$ cat src/rtl/uart_rx_defs.sv
// Shared UART RX constants: prescale limits, reset configuration, legal ratios.
// Latency: n/a (constants only).
// Backpressure: n/a.
package uart_rx_defs;

  // Smallest usable oversampling ratio. Three centred samples need at least 4 edges.
  localparam int PRESCALE_MIN   = 4;
  // Configuration the counter wakes up with out of reset.
  localparam int PRESCALE_RST   = 8;
  localparam int FRAME_BITS_RST = 10;

  // Commonly used legal oversampling ratios.
  localparam int PRESC_8  = 8;
  localparam int PRESC_16 = 16;
  localparam int PRESC_32 = 32;

endpackage

$ cat src/rtl/rx_oversample_counter.sv
// Oversampling edge/bit counter for UART RX: centred sample strobes plus bit/frame done pulses.
// Latency: strobes are combinational from the counter registers (zero cycles); config is latched while enable==0.
// Backpressure: none; enable==0 clears the counters. Define RX_TRIPLE_SAMPLE_EN for 3-sample majority strobes plus sample_idx.
module rx_oversample_counter
  import uart_rx_defs::*;
#(
  parameter int PRESCALE_W = 6,
  parameter int BIT_CNT_W  = 4
) (
  input  logic                  clk,
  input  logic                  rst,
  input  logic                  enable,
  input  logic [PRESCALE_W-1:0] prescale,
  input  logic [BIT_CNT_W-1:0]  frame_bits,
  output logic [PRESCALE_W-1:0] edge_cnt,
  output logic [BIT_CNT_W-1:0]  bit_cnt,
  output logic                  sample_stb,
  output logic                  bit_done,
  output logic                  frame_done
`ifdef RX_TRIPLE_SAMPLE_EN
  ,
  output logic [1:0]            sample_idx
`endif
);

  localparam logic [PRESCALE_W-1:0] P_ONE      = PRESCALE_W'(1);
  localparam logic [PRESCALE_W-1:0] P_TWO      = PRESCALE_W'(2);
  localparam logic [PRESCALE_W-1:0] P_MIN      = PRESCALE_W'(PRESCALE_MIN);
  localparam logic [PRESCALE_W-1:0] P_RST      = PRESCALE_W'(PRESCALE_RST);
  localparam logic [BIT_CNT_W-1:0]  B_ONE      = BIT_CNT_W'(1);
  localparam logic [BIT_CNT_W-1:0]  B_MIN      = BIT_CNT_W'(2);
  localparam logic [BIT_CNT_W-1:0]  B_RST      = BIT_CNT_W'(FRAME_BITS_RST);

  // Ratios below the minimum are raised to it; odd ratios are rounded down so the centre is well defined.
  function automatic logic [PRESCALE_W-1:0] sanitise_prescale(input logic [PRESCALE_W-1:0] p);
    logic [PRESCALE_W-1:0] r;
    r    = (p < P_MIN) ? P_MIN : p;
    r[0] = 1'b0;
    return r;
  endfunction

  // A frame needs at least a start and a stop bit.
  function automatic logic [BIT_CNT_W-1:0] sanitise_frame_bits(input logic [BIT_CNT_W-1:0] f);
    return (f < B_MIN) ? B_MIN : f;
  endfunction

  logic [PRESCALE_W-1:0] edge_cnt_q, edge_cnt_d;
  logic [PRESCALE_W-1:0] prescale_q, prescale_d;
  logic [BIT_CNT_W-1:0]  bit_cnt_q, bit_cnt_d;
  logic [BIT_CNT_W-1:0]  frame_bits_q, frame_bits_d;
  logic [PRESCALE_W-1:0] half;
  logic                  last_edge;
  logic                  last_bit;

  assign half      = prescale_q >> 1;
  assign last_edge = (edge_cnt_q == (prescale_q - P_ONE));
  assign last_bit  = (bit_cnt_q == (frame_bits_q - B_ONE));

  // Next state: reload config and clear while idle, otherwise advance edge then bit with wrap.
  always_comb begin
    prescale_d   = prescale_q;
    frame_bits_d = frame_bits_q;
    edge_cnt_d   = edge_cnt_q;
    bit_cnt_d    = bit_cnt_q;
    if (!enable) begin
      prescale_d   = sanitise_prescale(prescale);
      frame_bits_d = sanitise_frame_bits(frame_bits);
      edge_cnt_d   = '0;
      bit_cnt_d    = '0;
    end else if (last_edge) begin
      edge_cnt_d = '0;
      bit_cnt_d  = last_bit ? '0 : (bit_cnt_q + B_ONE);
    end else begin
      edge_cnt_d = edge_cnt_q + P_ONE;
    end
  end

  // State registers; reset restores the default 8x / 10-bit configuration.
  always_ff @(posedge clk or negedge rst) begin
    if (!rst) begin
      edge_cnt_q   <= '0;
      bit_cnt_q    <= '0;
      prescale_q   <= P_RST;
      frame_bits_q <= B_RST;
    end else begin
      edge_cnt_q   <= edge_cnt_d;
      bit_cnt_q    <= bit_cnt_d;
      prescale_q   <= prescale_d;
      frame_bits_q <= frame_bits_d;
    end
  end

  assign edge_cnt   = edge_cnt_q;
  assign bit_cnt    = bit_cnt_q;
  assign bit_done   = enable & last_edge;
  assign frame_done = bit_done & last_bit;

`ifdef RX_TRIPLE_SAMPLE_EN
  // Three consecutive strobes straddling the bit centre, tagged 0/1/2 for the majority voter.
  always_comb begin
    sample_stb = 1'b0;
    sample_idx = 2'd0;
    if (enable) begin
      if (edge_cnt_q == (half - P_TWO)) begin
        sample_stb = 1'b1;
        sample_idx = 2'd0;
      end else if (edge_cnt_q == (half - P_ONE)) begin
        sample_stb = 1'b1;
        sample_idx = 2'd1;
      end else if (edge_cnt_q == half) begin
        sample_stb = 1'b1;
        sample_idx = 2'd2;
      end
    end
  end
`else
  assign sample_stb = enable & (edge_cnt_q == (half - P_ONE));
`endif

endmodule

$ cat config.mk
export PLATFORM = sky130hd
export DESIGN_NAME = rx_oversample_counter
export DESIGN_NICKNAME = d
export VERILOG_FILES = /design/src/rtl/uart_rx_defs.sv /design/src/rtl/rx_oversample_counter.sv
export SDC_FILE = /design/constraint.sdc
export NUM_CORES = 1
export LEC_CHECK = 0
export CAP_MARGIN = 10
export CORE_MARGIN = 4
export CORE_UTILIZATION = 50
export CTS_BUF_LIST = sky130_fd_sc_hd__clkbuf_4 sky130_fd_sc_hd__clkbuf_8 sky130_fd_sc_hd__clkbuf_16
export DETAILED_ROUTE_END_ITERATION = 12
export GPL_TIMING_DRIVEN = 0
export PLACE_DENSITY = 0.78
export SLEW_MARGIN = 10
export SYNTH_ARGS = -nofsm -noshare
export SYNTH_HDL_FRONTEND = slang
export SYNTH_SLANG_ARGS = --single-unit
$ cat constraint.sdc
create_clock -name clk -period 2.6 [get_ports clk]
set_input_delay 0.39 -clock clk [delete_from_list [all_inputs] [get_ports clk]]
set_output_delay 0.39 -clock clk [all_outputs]
set_load 0.01 [all_outputs]
==> impl_metrics.ini, run 1 <==
[timing]
clock-skew-final_ps = 11.5
setup_violations = 2
relSlewSlack_pct = 44.5
fin_crit_sh_pct = 104
worstMarginPinSlew_ps = 830
grt_setup_unrepaired = true
drv_slew = 0
hold_viol = 0
min_period_ps = 2710
final.setup.worst_slack_ps = -115
setup_tns_ps = -149
max_freq_mhz = 368

[layout]
n_fill_cell = 172
final_util_pct = 72.8
fin_nets = 183
diodes = 0
area_delta_synth_final_pct = 32.8
stdcell_count = 193
drive_gt1_share_pct = 26.1

[yosys]
ys_types = 39
synth_seq_cells = 19
yosysSeqAreaShare_pct = 38.0
yosys.area.top_type = dfrtp_1
netlist_area_mm2 = 0.00126
syn_nets = 146
syn-instance-count = 129
yosysWarnings = 0
synth.area.top_cells = dfrtp_1 (32%), dfstp_2 (6.3%), xor2_1 (6.3%)
synth_top_area_share_pct = 31.8
avgSynthCellArea_um2 = 9.77

[clock_tree]
h-tree-depth = 1
clock-root-buffer = clkbuf_4
cts_buffer_depth = 2
clock-sinks = 19
worstSkewPairLatency_ps = 300
postCtsHoldBufs = 0
cts_buffers = 3
clk_pin_slew_ps = 110
cts_tree = yes

[placement]
port_buffers = 23
routabilityCongestion = 0.795
dp_hpwl_um = 2210
dp.cells = 180

[worst_hold_path]
hp-class = flip-flop to flip-flop

[global_route]
grtUsageMet2_pct = 36.8
grt_overflow = 0
grt_antenna_before_repair = 0
grt_pass1_wl_um = 5510
grt_util_met3_pct = 3.56
grt_max_degree = 20
grtUsageMet1_pct = 25.2
grt_util_all_layers_pct = 21.2
grt_pass1_vias = 1217
top_usage_layer = met2

[critical_path]
worstPathCellList = inv_2 -> ha_4 -> xor2_4 -> nand4_1 -> mux2_4 -> or3_4 -> nor3_2 -> buf_2
worst-path-max-fanout = 5
cp.required_ps = 2210
critPathTopFamily = simple AND/OR/NAND/NOR gates
cp_num_buf_inv = 2
cp_slowest_stage_delay_ps = 390
critPathLaunchType = flip-flop
cp-end-kind = output pin
setup.worst_path.class = flip-flop to output pin
critPathArrivalTime_ps = 2320
slowest_stage = dfrtp_1

[outcome]
outcome = finished, violations left
violations = setup timing

[detailed_routing]
drc = 0
wire_per_inst_um = 16.2
vias = 1158
viasPerCell = 6.00
firstDrtPassIters = 4
ant_nets = 0
drtIter0Drc = 57
wl_um = 3120

[power_and_ir_drop]
p_leak_uw = 0.000720
pwr_density_cell_mw_per_mm2 = 423
design_power_total_uw = 707
ir_drop_mv = 0.274

[floorplanning]
initial_core_util_pct = 54.8
dieArea_mm2 = 0.00339
dieHeight_um = 58.2
core_mm2 = 0.00230
fp-row-count = 17
die_w_um = 58.2
ios = 26

[job]
drv_cap = 0
worst register-to-register path, cell delays in order, from the launching register on:
cell and delay, ps:
dfstp_2 550, inv_1 50, ha_1 170, xor3_1 360, nor3_1 270, nand2_1 190
a2111oi_0 450, o32ai_1 130
timing repair:
| item | in CTS | in global routing |
|---|---|---|
| endpoints found under the setup margin | 3 | 3 |
| pin swaps | 3 | 3 |
| gates resized for setup | 24 | 4 |
| setup buffers | 9 | 2 |
cell usage after synthesis:
cell and number:
inv_1 7, or4b_1 2, a211oi_1 1, nor4_1 1, o41ai_1 1, a2111oi_0 1
nand4_1 2, o311ai_0 2, xor3_1 1, nand4b_1 3, or3_1 2, dfstp_2 3
mux2_2 5, clkbuf_1 4, buf_2 3, nand3b_1 1, o31ai_1 2, o31a_1 1
nor3_1 5, nor3b_1 2, o32ai_1 1, a21oi_1 6, and3_2 3, o211ai_1 1
nand2_1 5, a21boi_0 2, nand3_1 5, buf_6 1, nand2b_1 1, nor2_1 7
ha_1 4, o21ai_0 7, nor3_4 1, o211a_1 1, mux2_4 1, xor2_1 9
dfrtp_1 16, and3_1 1, xnor2_1 8
kinds of logic (layout without fill, tap and decap cells):
| group | count (synthesis) | after routing | synth area share, % |
|---|---|---|---|
| AOI/OAI and AO/OA | 26 | 26 | 13.7 |
| xor gates and xnor gates | 18 | 18 | 13.7 |
| adders and majority gates | 4 | 4 | 3.97 |
| buffers and inverters | 15 | 51 | 5.36 |
| DFF | 19 | 19 | 38.0 |
| muxes | 6 | 6 | 5.66 |
| and+or+nand+nor | 41 | 41 | 19.6 |
stage by stage:
step	hold WS (ps)	setup slack (ps)	cell area, µm²
floorplan	94.4	66.8	1260
global placement	481	-456	1530
global route	551	-212	1670
detailed placement	494	-512	1530
CTS	510	-145	1640
finish	515	-115	1670
state kept, by name (all words and copies together), names as in the netlist:
name,cells
edge_cnt,6
prescale_q,5
bit_cnt,4
frame_bits_q,4
area by class of cell:
type | count | area [µm²] | share of cell area (%)
timing repair buffer | 34 | 305 | 18.2
tap | 28 | 35.0 | 2.09
buffer | 6 | 25.0 | 1.50
sequential | 19 | 480 | 28.7
multi-input combinational | 95 | 773 | 46.2
clock buffer | 3 | 22.5 | 1.35
inverter | 7 | 26.3 | 1.57
clock inverter | 1 | 5.00 | 0.299
where the power goes:
group          internal (µW)  switching (µW)
registers                317            22.2
clock network           57.3            89.2
logic                    114             107
total                    489             219
layout by cell type (no fill, tap or decap), types with 4 or more instances in the layout:
cell type        instances
clkdlybuf4s50_1         20
dfrtp_1                 15
buf_4                    9
xor2_1                   8
nor2_1                   7
xnor2_1                  7
a21oi_1                  6
o21ai_0                  6
inv_1                    5
buf_2                    5
nand3_1                  5
nand2_1                  5
mux2_2                   5
clkbuf_1                 4
nor3_1                   4
worst paths after layout:
check	from	end	slack, ps	depth (start not counted)
setup reg to reg	frame_bits_q[1]	bit_cnt[3]	290	7
max in group asynchronous	rst	prescale_q[1]	1480	1
hold / removal	frame_bits_q[1]	frame_bits_q[1]	520	2
setup / recovery	prescale_q[2]	frame_done	-110	8
hold reg to reg	frame_bits_q[1]	frame_bits_q[1]	520	2
min in group asynchronous	rst	bit_cnt[2]	560	1
metal layers:
layer | share of wire (%) | vias up | routed length (µm)
met3 | 3.0 | 8 | 93
met2 | 54 | 28 | 1680
met4 | 2.0 | 0 | 62
met1 | 41 | 577 | 1290
met5 | 0 | - | 0
li1 | - | 545 | -
Note: power is estimated with default switching activity, not from simulation.
==> run 2, diff against run 1 <==
--- a/config.mk
+++ b/config.mk
@@ -6,12 +6,14 @@
 export NUM_CORES = 1
 export LEC_CHECK = 0
 export CAP_MARGIN = 10
+export CELL_PAD_IN_SITES_DETAIL_PLACEMENT = 0
+export CELL_PAD_IN_SITES_GLOBAL_PLACEMENT = 1
 export CORE_MARGIN = 4
-export CORE_UTILIZATION = 50
+export CORE_UTILIZATION = 38
 export CTS_BUF_LIST = sky130_fd_sc_hd__clkbuf_4 sky130_fd_sc_hd__clkbuf_8 sky130_fd_sc_hd__clkbuf_16
 export DETAILED_ROUTE_END_ITERATION = 12
 export GPL_TIMING_DRIVEN = 0
-export PLACE_DENSITY = 0.78
+export PLACE_DENSITY_LB_ADDON = 0.1
 export SLEW_MARGIN = 10
 export SYNTH_ARGS = -nofsm -noshare
 export SYNTH_HDL_FRONTEND = slang
==> run 2 against run 1 <==
The flow still finishes with violations (setup timing). First-iteration DRC count rose by 28%. Core utilization fell by 19 points. Worst hold slack got worse by 2.6 ps. Sequential share of layout area fell by 0.21 points. Sequential power barely moved. Maximum frequency rose by 3.2%. Total power rose by 1.1%. Global-route usage fell by 5.6 points. Worst setup slack improved by 83 ps. Critical endpoint unchanged. Largest cell class unchanged. Highest routed layer unchanged.
==> impl_metrics.ini, run 2 (same netlist as run 1, synthesis figures left out) <==
[outcome]
outcome = finished, violations left
violations = setup timing

[floorplanning]
initial_core_util_pct = 40.6
fp-row-count = 20
dieArea_mm2 = 0.00430
ios = 26
core_mm2 = 0.00310
dieHeight_um = 65.6
die_w_um = 65.6

[critical_path]
cp_slowest_stage_delay_ps = 410
critPathLaunchType = flip-flop
critPathArrivalTime_ps = 2240
cp.required_ps = 2210
worstPathCellList = buf_4 -> nor3_4 -> xnor2_2 -> mux2_4 -> or3_4 -> nor3_4 -> buf_2
setup.worst_path.class = flip-flop to output pin
cp-end-kind = output pin
worst-path-max-fanout = 4
path_common_cell = nor3_4
slowest_stage = dfrtp_1

[timing]
min_period_ps = 2630
drv_slew = 0
max_freq_mhz = 380
final.setup.worst_slack_ps = -32.0
grt_setup_unrepaired = true
fin_crit_sh_pct = 101
worstMarginPinSlew_ps = 865
setup_violations = 1
clock-skew-final_ps = 1.34
relSlewSlack_pct = 42.1
hold_viol = 0

[detailed_routing]
wl_um = 3030
drtIter0Drc = 73
wire_per_inst_um = 14.7
viasPerCell = 5.27
firstDrtPassIters = 4
vias = 1091
drc = 0
ant_nets = 0

[global_route]
grt_util_met3_pct = 2.05
grt_overflow = 0
grt_pass1_wl_um = 5240
top_usage_layer = met2
grtUsageMet2_pct = 26.7
grt_util_all_layers_pct = 15.6
grt_pass1_vias = 1177
grtUsageMet1_pct = 19.5
grt_max_degree = 20
grt_antenna_before_repair = 0

[layout]
area_delta_synth_final_pct = 33.8
drive_gt1_share_pct = 27.0
diodes = 0
final_area_mm2 = 0.00169
fin_nets = 181
largest_reg_flops = 6
n_fill_cell = 305
final_cell_mix = clkdlybuf4s50_1 (20), dfrtp_1 (15), xor2_1 (8), buf_4 (8)
final_common_cell = clkdlybuf4s50_1

[job]
drv_cap = 0

[clock_tree]
postCtsHoldBufs = 0
worstSkewPairLatency_ps = 290
clock-sinks = 19
cts_buffer_depth = 2
cts_tree = yes
clock-root-buffer = clkbuf_4
h-tree-depth = 1
clk_pin_slew_ps = 110
cts_buffers = 3

[placement]
placed_cell_area_mm2 = 0.00155
port_buffers = 23
routabilityCongestion = 0.747
dp_hpwl_um = 2210

[power_and_ir_drop]
pwr_density_cell_mw_per_mm2 = 424
design_power_total_uw = 715
p_leak_uw = 0.000719
ir_drop_mv = 0.203

[worst_hold_path]
hp-class = flip-flop to flip-flop
==> run 2: worst paths after layout <==
| path | slack (ps) | from | end | cells past startpoint |
|---|---|---|---|---|
| max | -30 | prescale_q[2] | frame_done | 7 |
| min | 510 | frame_bits_q[1] | frame_bits_q[1] | 2 |
| max reg2reg | 230 | prescale_q[2] | bit_cnt[3] | 8 |
| min reg2reg | 510 | frame_bits_q[1] | frame_bits_q[1] | 2 |
| max in group asynchronous | 1440 | rst | prescale_q[1] | 1 |
| min in group asynchronous | 580 | rst | edge_cnt[4] | 1 |
==> run 2: area by class of cell <==
type	instances	area [µm²]	area share [%]
inverters	7	26.3	1.56
well taps	44	55.1	3.27
flip-flops and latches	19	480	28.5
plain buffers	6	25.0	1.48
multi-input cells	95	782	46.4
repair buffers	32	287	17.0
clock buffers	4	30.0	1.78
==> run 2: where the power goes <==
| group | internal, µW | total (µW) | switching, µW |
|---|---|---|---|
| Sequential | 317 | 340 | 22.5 |
| Combinational | 109 | 213 | 103 |
| Clock | 70.0 | 162 | 92.1 |
| Total | 497 | 715 | 218 |
==> run 2: timing repair <==
| action | in CTS | in global routing |
|---|---|---|
| pin swaps | 2 | 6 |
| setup endpoints to repair | 3 | 3 |
| setup buffers | 5 | 4 |
| gates resized for setup | 21 | 9 |
==> run 2: worst max-delay path, delay by kind of cell (launching register included) <==
| family | cells | cell delay [ps] |
|---|---|---|
| XOR/XNOR | 1 | 160 |
| multiplexers | 1 | 330 |
| flip-flops | 1 | 410 |
| buffers and inverters | 2 | 300 |
| AND/OR/NAND/NOR | 3 | 760 |
==> run 2: through the flow <==
step | utilization [%] | worst slack [ps] | setup TNS (ps) | hold slack [ps] | std cells
after floorplan | - | 66.8 | 0 | 94.4 | 129
after global placement | 49.8 | -512 | -886 | 496 | 196
after detailed placement | 49.8 | -522 | -917 | 494 | 196
after CTS | 52.7 | -137 | -176 | 511 | 204
after global routing | 54.3 | -155 | -321 | 529 | 207
final | 54.3 | -32.0 | -32.0 | 513 | 207
==> run 2: metal layers <==
layer	vias to the layer above	wire, µm
met4	0	21
met2	12	1510
met3	2	65
li1	534	-
met5	-	0
met1	543	1440
==> run 3, diff against run 2 <==
--- a/config.mk
+++ b/config.mk
@@ -9,7 +9,7 @@
 export CELL_PAD_IN_SITES_DETAIL_PLACEMENT = 0
 export CELL_PAD_IN_SITES_GLOBAL_PLACEMENT = 1
 export CORE_MARGIN = 4
-export CORE_UTILIZATION = 38
+export CORE_UTILIZATION = 35
 export CTS_BUF_LIST = sky130_fd_sc_hd__clkbuf_4 sky130_fd_sc_hd__clkbuf_8 sky130_fd_sc_hd__clkbuf_16
 export DETAILED_ROUTE_END_ITERATION = 12
 export GPL_TIMING_DRIVEN = 0
==> run 3 against run 2 <==
The run still ends with setup timing left. Worst hold slack worse by 5.2 ps. First-iteration DRC count decreased by 56%. Clock power about the same. Via count down 0.55%. Cell area is 0.22% lower. Sequential share of layout area is 0.064 points higher. Clock-buffer cell count is 1 lower. Worst setup slack worse by 3.6 ps. Core utilization decreased by 5.1 points. Global-route usage down 0.31 points. Final cell count rose by 1.4%. Critical endpoint unchanged. Largest cell class unchanged. Highest routed layer unchanged.
==> impl_metrics.ini, run 3 (same netlist as run 1, synthesis figures left out) <==
[clock_tree]
cts_buffer_depth = 2
clock-root-buffer = clkbuf_4
worstSkewPairLatency_ps = 310
clock-sinks = 19
postCtsHoldBufs = 0
clk_pin_slew_ps = 120
cts_buffers = 3
h-tree-depth = 1
cts_tree = yes

[placement]
dp_hpwl_um = 2220
port_buffers = 23
routabilityCongestion = 0.730
placed_cell_area_mm2 = 0.00155

[floorplanning]
die_w_um = 68
core_mm2 = 0.00342
ios = 26
fp-row-count = 21
dieHeight_um = 68
dieArea_mm2 = 0.00462
initial_core_util_pct = 36.9

[global_route]
grt_pass1_vias = 1187
grt_overflow = 0
grt_util_all_layers_pct = 15.3
grt_pass1_wl_um = 5380
grt_max_degree = 20
grt_antenna_before_repair = 0

[detailed_routing]
wire_per_inst_um = 14.8
viasPerCell = 5.17
drtIter0Drc = 32
drc = 0
ant_nets = 0
wl_um = 3100
firstDrtPassIters = 2
vias = 1085

[timing]
fin_crit_sh_pct = 101
max_freq_mhz = 379
drv_slew = 0
setup_violations = 2
relSlewSlack_pct = 41.9
worstMarginPinSlew_ps = 868
clock-skew-final_ps = 2.61
final.setup.worst_slack_ps = -35.6
hold_viol = 0
grt_setup_unrepaired = true
min_period_ps = 2640
setup_tns_ps = -49.4

[layout]
largest_reg_flops = 6
n_fill_cell = 346
area_delta_synth_final_pct = 33.5
fin_nets = 182
final_common_cell = clkdlybuf4s50_1
drive_gt1_share_pct = 26.2
final_area_mm2 = 0.00168
final_cell_mix = clkdlybuf4s50_1 (20), dfrtp_1 (15), xor2_1 (8), buf_4 (8)
diodes = 0

[power_and_ir_drop]
pwr_density_cell_mw_per_mm2 = 425
p_leak_uw = 0.000714
ir_drop_mv = 0.212

[outcome]
outcome = finished, violations left
violations = setup timing

[critical_path]
worst-path-max-fanout = 4
cp-end-kind = output pin
worstPathCellList = inv_2 -> ha_4 -> xor2_2 -> nand4_1 -> mux2_4 -> or3_4 -> nor3_2 -> buf_2
slowest_stage = dfrtp_2
setup.worst_path.class = flip-flop to output pin
cp_slowest_stage_delay_ps = 420
r2r_slack_ps = 410
cp.required_ps = 2210
critPathArrivalTime_ps = 2250
critPathLaunchType = flip-flop

[job]
drv_cap = 0

[worst_hold_path]
hp-class = flip-flop to flip-flop
run 3: cell count changes in the layout (fill, tap and decap cells not counted), sizes merged:
cell,previous run,this run
buf,14,15
clkbuf,8,7
clkinv,0,1
run 3: critical path: cells and delay by family (launching register included):
kind                     cells  cell delay (ps)
AND/OR/NAND/NOR              3              590
XOR/XNOR                     1              150
adder cells (fa/ha/maj)      1              270
flip-flops                   1              420
multiplexers                 1              290
buffers and inverters        2              200
run 3: timing repair:
item,in CTS,in global routing
gates resized for setup,23,4
pin swaps,2,5
setup buffers,9,1
setup endpoints to repair,3,3
run 3: worst paths after layout:
kind	start	to	depth (start not counted)
worst max-delay path	prescale_q[1]	frame_done	8
worst min-delay path	frame_bits_q[1]	frame_bits_q[1]	2
worst max register to register	prescale_q[1]	bit_cnt[3]	8
worst min register to register	frame_bits_q[1]	frame_bits_q[1]	2
max in group asynchronous	rst	prescale_q[1]	1
min in group asynchronous	rst	edge_cnt[4]	1
run 3: layout make-up:
class | count | area, µm² | area share (%)
inverter | 7 | 26.3 | 1.56
clock inverter | 1 | 5.00 | 0.298
sequential | 19 | 480 | 28.6
clock buffer | 3 | 22.5 | 1.34
multi-input combinational | 95 | 767 | 45.6
timing repair buffer | 33 | 298 | 17.7
buffer | 6 | 25.0 | 1.49
tap | 46 | 57.6 | 3.42
run 3: stage by stage:
step           hold slack [ps]  util, %  cells  setup slack [ps]  total power [µW]
6_report                   507     49.2    210             -35.6               714
5_1_grt                    538     49.2    210              -121               766
4_1_cts                    512     48.8    210              -141               713
3_5_place_dp               494     45.3    198              -542               518
3_3_place_gp               496     45.3    198              -485               512
2_1_floorplan             94.4        -    129              66.8               456
run 3: per-layer routing:
metal  vias to the layer above  GRT usage, %  part of all wire [%]
li1                        539             -                     -
met1                       522          19.0                    46
met4                         0          4.47                   1.0
met2                        20          26.8                    50
met3                         4          2.79                   3.4
met5                         -             0                     0
run 3: power by group:
part	total [µW]	switching, µW	internal [µW]	leakage (µW)
Clock	159	101	57.5	0.0000177
Combinational	215	103	112	0.000458
Sequential	341	23.2	317	0.000239
